==> config.mk <==
export PLATFORM = sky130hd
export DESIGN_NAME = s2_unidade_controle_param
export DESIGN_NICKNAME = d
export VERILOG_FILES = /design/src/rtl/s2_unidade_controle_param.sv
export SDC_FILE = /design/constraint.sdc
export NUM_CORES = 1
export LEC_CHECK = 0
export BUFFER_PORTS_ARGS = -buffer_cell sky130_fd_sc_hd__buf_4
export CELL_PAD_IN_SITES_DETAIL_PLACEMENT = 0
export CELL_PAD_IN_SITES_GLOBAL_PLACEMENT = 1
export CORE_MARGIN = 2
export CORE_UTILIZATION = 35
export DETAILED_ROUTE_END_ITERATION = 6
export HOLD_SLACK_MARGIN = 0.05
export PLACE_DENSITY = 0.68
export SYNTH_ARGS = -nofsm -noshare
export SYNTH_HDL_FRONTEND = slang
export SYNTH_SLANG_ARGS = --single-unit
==> constraint.sdc <==
create_clock -name clock -period 9.4 [get_ports clock]
set_input_delay 1.41 -clock clock [delete_from_list [all_inputs] [get_ports clock]]
set_output_delay 1.41 -clock clock [all_outputs]
set_load 0.05 [all_outputs]
==> src/rtl/s2_unidade_controle_param.sv <==
// Game control unit: owns sequence address, round, lives, error and score counters.
// Supports normal, training and reverse-play modes; outputs are Moore decodes of the state.
module s2_unidade_controle_param #(
   parameter int ADDR_W    = 4,
   parameter int N_ROUNDS  = 16,
   parameter int MAX_LIVES = 3,
   parameter int ERR_W     = 3,
   parameter int SCORE_W   = 8,
   parameter int PTS_ROUND = 10,
   parameter int PTS_ERR   = 3
) (
   input  logic               clock,
   input  logic               reset,
   input  logic               jogar,
   input  logic [1:0]         modo,
   input  logic               botoesIgualMemoria,
   input  logic               jogada,
   input  logic               timeout,
   input  logic               muda_leds,
   output logic [ADDR_W-1:0]  endereco,
   output logic [ADDR_W-1:0]  limite,
   output logic [2:0]         vidas,
   output logic [ERR_W-1:0]   erros_rodada,
   output logic [SCORE_W-1:0] pontos,
   output logic               zeraT,
   output logic               contaT,
   output logic               zeraT2,
   output logic               contaT2,
   output logic               zeraR,
   output logic               registraR,
   output logic               mostraJ,
   output logic               mostraB,
   output logic               pronto,
   output logic               acertou,
   output logic               perdeu,
   output logic               serrou,
   output logic [4:0]         db_estado
);

   if (N_ROUNDS < 1 || N_ROUNDS > 2**ADDR_W) begin : g_chk_rounds
      $error("N_ROUNDS must lie in 1..2**ADDR_W");
   end
   if (MAX_LIVES < 1 || MAX_LIVES > 7) begin : g_chk_lives
      $error("MAX_LIVES must lie in 1..7");
   end

   typedef enum logic [4:0] {
      INICIAL     = 5'h00, PREPARACAO = 5'h01, PROX_RODADA = 5'h02, ESPERA      = 5'h03,
      REGISTRA    = 5'h04, COMPARA    = 5'h05, PROXIMO     = 5'h06, MOSTRA      = 5'h07,
      APAGA       = 5'h08, INC_MOSTRA = 5'h09, FIM_ACERTOU = 5'h0A, FIM_RODADA  = 5'h0B,
      PREP_JOG    = 5'h0C, FIM_DERROTA = 5'h0D, ERROU      = 5'h0E, SOMA        = 5'h10,
      TREINO      = 5'h14
   } estado_t;

   localparam logic [ADDR_W-1:0]  ULTIMA_RODADA = ADDR_W'(N_ROUNDS - 1);
   localparam logic [SCORE_W-1:0] PONTOS_MAX    = '1;
   localparam logic [ERR_W-1:0]   ERROS_MAX     = '1;

   estado_t     estado, prox;
   logic [1:0]  modo_r;
   logic        rev, ultimo;
   logic [31:0] desconto, ganho, soma;
   logic [SCORE_W-1:0] pontos_novo;

   assign rev    = (modo_r == 2'b10);
   assign ultimo = rev ? (endereco == '0) : (endereco == limite);

   // Bit order: zeraT contaT zeraT2 contaT2 zeraR registraR mostraJ mostraB pronto acertou perdeu serrou
   function automatic logic [11:0] decodifica(input estado_t s);
      case (s)
         PREPARACAO:  return 12'b1010_1000_0000;
         PROX_RODADA: return 12'b1010_0000_0000;
         ESPERA:      return 12'b0100_0001_0000;
         REGISTRA:    return 12'b0000_0100_0000;
         COMPARA:     return 12'b0010_0001_0000;
         PROXIMO:     return 12'b1000_0000_0000;
         MOSTRA:      return 12'b0001_0010_0000;
         APAGA:       return 12'b0001_0000_0000;
         FIM_ACERTOU: return 12'b0000_0000_1100;
         FIM_RODADA:  return 12'b0001_0001_0000;
         PREP_JOG:    return 12'b1000_0000_0000;
         FIM_DERROTA: return 12'b0000_0000_1010;
         ERROU:       return 12'b0010_0000_0001;
         TREINO:      return 12'b0000_0001_0000;
         default:     return 12'b0000_0000_0000;
      endcase
   endfunction

   // Round score: never negative, then saturate the running total.
   always_comb begin
      desconto = 32'(erros_rodada) * 32'(PTS_ERR);
      ganho    = (desconto >= 32'(PTS_ROUND)) ? 32'd0 : 32'(PTS_ROUND) - desconto;
      soma     = 32'(pontos) + ganho;
      pontos_novo = (soma > 32'(PONTOS_MAX)) ? PONTOS_MAX : soma[SCORE_W-1:0];
   end

   always_comb begin
      prox = estado;
      case (estado)
         INICIAL:     if (jogar) prox = PREPARACAO;
         PREPARACAO:  prox = (modo_r == 2'b01) ? TREINO : MOSTRA;
         MOSTRA:      if (muda_leds) prox = APAGA;
         APAGA:       if (muda_leds) prox = (endereco == limite) ? PREP_JOG : INC_MOSTRA;
         INC_MOSTRA:  prox = MOSTRA;
         PREP_JOG:    prox = ESPERA;
         ESPERA: begin
            if (timeout)     prox = ERROU;
            else if (jogada) prox = REGISTRA;
         end
         REGISTRA:    prox = COMPARA;
         COMPARA: begin
            if (!botoesIgualMemoria) prox = ERROU;
            else if (ultimo)         prox = FIM_RODADA;
            else                     prox = PROXIMO;
         end
         PROXIMO:     prox = ESPERA;
         ERROU:       prox = (vidas == 3'd1) ? FIM_DERROTA : MOSTRA;
         FIM_RODADA:  if (muda_leds) prox = SOMA;
         SOMA:        prox = (limite == ULTIMA_RODADA) ? FIM_ACERTOU : PROX_RODADA;
         PROX_RODADA: prox = MOSTRA;
         FIM_ACERTOU, FIM_DERROTA: if (jogar) prox = PREPARACAO;
         TREINO:      if (jogar) prox = INICIAL;
         default:     prox = INICIAL;
      endcase
   end

   always_ff @(posedge clock or posedge reset) begin
      if (reset) begin
         estado       <= INICIAL;
         modo_r       <= 2'b00;
         endereco     <= '0;
         limite       <= '0;
         vidas        <= 3'd0;
         erros_rodada <= '0;
         pontos       <= '0;
         {zeraT, contaT, zeraT2, contaT2, zeraR, registraR,
          mostraJ, mostraB, pronto, acertou, perdeu, serrou} <= 12'b0;
      end else begin
         estado <= prox;
         {zeraT, contaT, zeraT2, contaT2, zeraR, registraR,
          mostraJ, mostraB, pronto, acertou, perdeu, serrou} <= decodifica(prox);
         // Counters change on the edge that leaves the state owning them.
         case (estado)
            INICIAL, FIM_ACERTOU, FIM_DERROTA: if (jogar) modo_r <= modo;
            PREPARACAO: begin
               endereco     <= '0;
               limite       <= '0;
               erros_rodada <= '0;
               pontos       <= '0;
               vidas        <= 3'(MAX_LIVES);
            end
            INC_MOSTRA: endereco <= endereco + ADDR_W'(1);
            PREP_JOG:   endereco <= rev ? limite : '0;
            PROXIMO:    endereco <= rev ? endereco - ADDR_W'(1) : endereco + ADDR_W'(1);
            ERROU: begin
               if (erros_rodada != ERROS_MAX) erros_rodada <= erros_rodada + ERR_W'(1);
               vidas    <= vidas - 3'd1;
               endereco <= '0;
            end
            SOMA:       pontos <= pontos_novo;
            PROX_RODADA: begin
               limite       <= limite + ADDR_W'(1);
               endereco     <= '0;
               erros_rodada <= '0;
            end
            default: ;
         endcase
      end
   end

   always_comb begin
      db_estado = 5'h0F;
      case (estado)
         INICIAL, PREPARACAO, PROX_RODADA, ESPERA, REGISTRA, COMPARA, PROXIMO, MOSTRA,
         APAGA, INC_MOSTRA, FIM_ACERTOU, FIM_RODADA, PREP_JOG, FIM_DERROTA, ERROU,
         SOMA, TREINO: db_estado = estado;
         default: ;
      endcase
   end

endmodule
* After elaboration in Yosys (flattened, before gate mapping)
Memories as Yosys holds them, arrays and structs flattened. A register that Yosys moved wholly into a read port is not among the register bits.
Index checks and enable logic that the tools add are counted.
** Operators by class
- Add/subtract/negate cells :: 7
- Multiply operators :: 1
- $lt $le $gt $ge :: 2
- Equality and inequality tests :: 23
- Multiplexer cells :: 26
- Reductions and logical operators :: 15
** Operator list (count)
- $pmux W5 S13 :: 1
- $mux W5 :: 9
- $eq A5 B4 Y1 const B :: 7
- $add A8 B32 Y32 :: 1
- $gt A32 B8 Y1 const B :: 1
- $mux W32 :: 1
- $mux W4 :: 6
- $eq A5 B3 Y1 const B :: 4
- $reduce_or A17 Y1 :: 1
- $pmux W4 S4 :: 1
- $pmux W8 S2 :: 1
- $pmux W3 S2 :: 2
- $eq A5 B2 Y1 const B :: 2
- $eq A5 B5 Y1 const B :: 2
- $add A4 B1 Y4 const B :: 2
- $mux W8 :: 1
- $pmux W4 S2 :: 1
- $reduce_bool A2 Y1 :: 4
- $mux W3 :: 2
- $reduce_or A2 Y1 :: 3
- $reduce_or A3 Y1 :: 2
- $sub A4 B5 Y6 const A :: 1
- $eq A5 B1 Y1 const B :: 1
- $ge A5 B4 Y1 const B :: 1
- 16 further kinds :: 17
** Storage, ports and cells
- Bits in registers :: 29
- Memory bits (read-only) :: 384
- Output and inout port bits :: 39
- Logic and storage cells :: 82
- Memories kept :: 1
** Memory list
- (no name shown) :: depth 32, bits a word 12, rd ports 1, clocked after Yosys merged registers in 1, write ports 0, line 70 : case (s)

* Logic depth before layout (Yosys ltp)
- Depth after elaboration :: 7
- Depth in mapped cells :: 19
- Gate-level depth less buffers :: 17

* Least setup slack after synthesis
Ideal clock, no wire load.
- Path kind :: register to register
- From :: register erros_rodada[1]
- To :: register pontos[2]
- Arrival :: 4.842 ns
- Required time :: 9.250 ns
- Setup slack :: 4.408 ns
- Cell stages (with the launch flop) :: 18
- Path buffers :: 2
- Clock period less this slack :: 4.992 ns
- Cell sequence :: dfrtp_1 > ha_1 > fa_1 > nor3_1 > nor2_1 > nor4_2 > ha_1 > clkbuf_1 > a21o_1 > a221oi_1 > o21a_1 > nand2b_1 > ha_1 > nand4b_1 > nor4_1 > and4_1 > buf_1 > a31oi_1
** On the way
- Longest elaborated chain between the ends :: 7
- Elaborated cells on any way between the ends :: 8
- Classes of those cells :: add/sub (2); mul (1); order compare (2); mux (3)
** RTL lines
- start, declared :: line 23 : output logic [ERR_W-1:0] erros_rodada,
- start signal, assigned :: line 156 : if (erros_rodada != ERROS_MAX) erros_rodada <= erros_rodada + ERR_W'(1);
- $mul A3 B2 Y5 (*) :: line 91 : desconto = 32'(erros_rodada) * 32'(PTS_ERR);
- $sub A4 B5 Y6 / $ge A5 B4 Y1 (equally long branches) :: line 92 : ganho = (desconto >= 32'(PTS_ROUND)) ? 32'd0 : 32'(PTS_ROUND) - desconto;
- $mux W32 (*) :: line 92
- $add A8 B32 Y32 (*) :: line 93 : soma = 32'(pontos) + ganho;
- $gt A32 B8 Y1 :: line 94 : pontos_novo = (soma > 32'(PONTOS_MAX)) ? PONTOS_MAX : soma[SCORE_W-1:0];
- $mux W8 (*) :: line 94
- $pmux W8 S2 (*) :: line 143 : case (estado)
- end signal, assigned :: line 160 : SOMA: pontos <= pontos_novo;
- end, declared :: line 24 : output logic [SCORE_W-1:0] pontos,
Every way passes the cells marked *; elsewhere a longest branch is shown, timed or not.
A chain may end at the register's enable or synchronous reset.

* Worst setup path in the final report
Ends and elaborated chain as after synthesis.

==> flow_summary_export.csv <==
group,metric,value,unit
finish,finalNetCount,474,
finish,multi_input_area,2198,um^2
power_and_ir_drop,seq_power_share,25.1,%
clock_tree,post_cts_buffers,0,
drt,via_count,2945,
global_routing,overflow,0,
critical_path,crit_chain,"ha_1 -> fa_1 -> nor3_1 -> nor2_1 -> nor4_2 -> buf_4 -> ha_1 -> a21o_1 -> a221oi_1 -> o21a_1 -> nand2b_1 -> ha_1 -> nand4b_1 -> nor4_1 -> and4_1 -> a31oi_1",
critical_path,crit_buf_inv,1,
finish,mostFrequentLayoutCell,"buf_4",
drt,wl_per_cell,14.69,um
clock_tree,clockRootBuffer,"clkbuf_8",
hold_path,hold_path_class,"reg2reg",
synth,synth_edf_count,0,
clock_tree,cts-hold-fix-buffers,0,
synth,ys_seq_area_share,29.82,%
power_and_ir_drop,switching_share,54.08,%
floorplan,die_x,103.2,um
finish,fillers,995,
outcome,status,"finished clean",
floorplan,rows,36,
sta,worstMarginPinSlew,1092,ps
power_and_ir_drop,clkPwrFrac,10.3,%
placement,dp_hpwl,6.116,mm
power_and_ir_drop,combPwrFrac,64.6,%
finish,syn_to_final_growth,15.78,%
synth,yosys_register_bits,41,
drt,drc,0,
critical_path,worstPathArrival,4430,ps
critical_path,cpMostUsedCell,"ha_1",
global_routing,first_global_vias,2828,
placement,dp.cells,552,
placement,numPortBuffers,47,
sta,skew,4.777,ps
critical_path,crit_required,9550,ps
placement,gp_congestion,0.8728,
clock_tree,cts_max_level,2,
sta,slew_viol_final,0,
global_routing,grt_max_degree,42,
floorplan,die-area,10640,um^2
critical_path,critPathMaxStageDelay,480,ps
synth,synthFlopType,"dfrtp_1",
drt,drt_pass1_iterations,4,
sta,rsz0062_at_grt,"no",
power_and_ir_drop,p_per_area,364.2,nW/um^2
sta,post-route-min-period,4272,ps
global_routing,grt_pass1_wl,13.63,mm
clock_tree,cts_resized,0,
synth,syn_nets,437,
clock_tree,cts_buffers,5,
flow_run,max_cap_violations,0,
finish,diodes,0,
drt,first_iter_violations,134,
power_and_ir_drop,netSwitchingPower,0.7846,mW
clock_tree,numClockSinks,41,
floorplan,initial_utilization,35.70,%
global_routing,antenna_found_initial,0,
critical_path,cp_top_family,"simple AND/OR/NAND/NOR gates",
critical_path,worstSetupStartpointType,"flop",
clock_tree,cts_tree,"built",
drt,detail_route.vias_per_cell,5.259,
clock_tree,insertion_delay,300,ps
synth,async_flop_share,100.0,%
synth,ys_warn_count,0,
sta,timing.slew.headroom,26.90,%
drt,wl,8.228,mm
sta,hold_viol,0,
sta,finalSetupViolCount,0,
critical_path,critPathMaxFanout,19,
critical_path,endpoint_kind,"flop",
global_routing,grt_usage,16.12,%
synth,synth_area,3441,um^2
synth,postSynthAreaPerCell,8.845,um^2
finish,fin_cells,560,
clock_tree,clock_path_buffers,2,
finish,drive_gt1_share,18.27,%
sta,fin_crit_sh,45.45,%
synth,synth_cell_types,75,
floorplan,ioPinCount,48,
critical_path,cpMaxStageDelayCell,"dfrtp_1",
sta,setup_tns,0,ps
synth,syn_inst,389,
sta,fmax,0.2341,GHz
floorplan,core-area,9639,um^2
finish,layout_common_cells,"buf_4 (49), dfrtp_1 (41), ha_1 (36), a21oi_1 (32), inv_1 (29)",
finish,regArea,1026,um^2
floorplan,die_h,103.2,um
power_and_ir_drop,p_leak,1.852,nW
critical_path,path_class,"reg2reg",
clock_tree,clkSlewWorstSetupHoldPaths,90,ps
power_and_ir_drop,total_power,1.451,mW
power_and_ir_drop,ir_worst_vdd,0.0001383,V
power_and_ir_drop,intPower,0.6663,mW
drt,postRouteAntennaNets,0,
layout make-up:
type / instances / share of cell area [%]
Clock inverter: 3 / 1.099
Inverter: 30 / 2.827
Tap cell: 133 / 4.177
Multi-Input combinational cell: 299 / 55.18
Clock buffer: 5 / 1.727
Timing Repair Buffer: 49 / 9.234
Sequential cell: 41 / 25.75
state kept, by name (all words and copies together), names as in the netlist:
name and cells:
acertou 1, estado 5, pronto 1, endereco 4
serrou 1, zeraT2 1, zeraR 1, mostraJ 1
modo_r 2, contaT 1, mostraB 1, zeraT 1
limite 4, registraR 1, pontos 8, vidas 3
erros_rodada 3, contaT2 1, perdeu 1
path summary, 6_finish.rpt:
check / from / endpoint / slack (ps) / cells after the start
max: erros_rodada[1]$_DFFE_PP0P_ / pontos[2]$_DFFE_PP0P_ / 5130 / 16
min: vidas[2]$_DFFE_PP0P_ / vidas[2]$_DFFE_PP0P_ / 530 / 1
max reg2reg: erros_rodada[1]$_DFFE_PP0P_ / pontos[2]$_DFFE_PP0P_ / 5130 / 16
min reg2reg: vidas[2]$_DFFE_PP0P_ / vidas[2]$_DFFE_PP0P_ / 530 / 1
max in group asynchronous: reset / modo_r[1]$_DFFE_PP0P_ / 7810 / 3
min in group asynchronous: reset / mostraJ$_DFF_PP0_ / 1230 / 3
metrics by stage:
stage	cell area, um^2	util (%)	worst slack, ps	hold WS (ps)
detailed placement	3871	40.16	5136	532.0
global route	3984	41.33	4798	583.6
CTS	3984	41.33	5134	547.5
floorplan	3441	-	4408	509.7
finish	3984	41.33	5128	533.2
global placement	3871	40.16	5319	514.2
synth_stat cells, types with 4 or more instances:
| library cell | number | area share, % |
|---|---|---|
| mux2i_1 | 4 | 1.2 |
| dfrtp_1 | 41 | 30 |
| a31oi_1 | 9 | 1.6 |
| nor2_1 | 23 | 2.5 |
| or3_1 | 4 | 0.73 |
| nand3_1 | 11 | 1.6 |
| nor2b_1 | 6 | 1.1 |
| ha_1 | 36 | 13 |
| nand2b_1 | 12 | 2.2 |
| nor3_1 | 11 | 1.6 |
| inv_1 | 29 | 3.2 |
| buf_2 | 5 | 0.73 |
| a21oi_1 | 32 | 4.7 |
| o21ai_0 | 16 | 2.3 |
| nand2_1 | 25 | 2.7 |
| xnor2_1 | 11 | 2.8 |
| clkbuf_1 | 7 | 0.76 |
| and2_1 | 5 | 0.91 |
| o21bai_1 | 5 | 1.1 |
| a21o_1 | 7 | 1.5 |
kinds of logic (layout without fill, tap and decap cells):
kind of cell | after synthesis | count (layout) | synth area share (%)
and+or+nand+nor | 132 | 132 | 21.67
AOI/OAI and AO/OA | 107 | 107 | 21.67
buffers and inverters | 49 | 87 | 6.291
DFF | 41 | 41 | 29.82
adders and majority gates | 39 | 39 | 14.84
xor gates and xnor gates | 14 | 14 | 3.564
muxes | 7 | 7 | 2.145
power by group through the flow:
| stage | Combinational (mW) | Sequential, mW | Clock [mW] |
|---|---|---|---|
| floorplan | 0.623 | 0.463 | 0 |
| global placement | 0.935 | 0.368 | 0 |
| detailed placement | 0.941 | 0.367 | 0 |
| CTS | 0.943 | 0.364 | 0.154 |
| global route | 1.03 | 0.381 | 0.160 |
| finish | 0.937 | 0.364 | 0.149 |
routing by layer:
metal | track usage (%) | part of all wire, % | vias to the layer above | wire (um)
met5 | 0 | 0 | - | 0
met4 | 4.251 | 0.78 | 0 | 64
met3 | 2.305 | 4.1 | 4 | 341
met2 | 26.37 | 47 | 56 | 3860
met1 | 22.37 | 48 | 1400 | 3962
li1 | - | - | 1485 | -
Power figures use the tool's default switching activity.
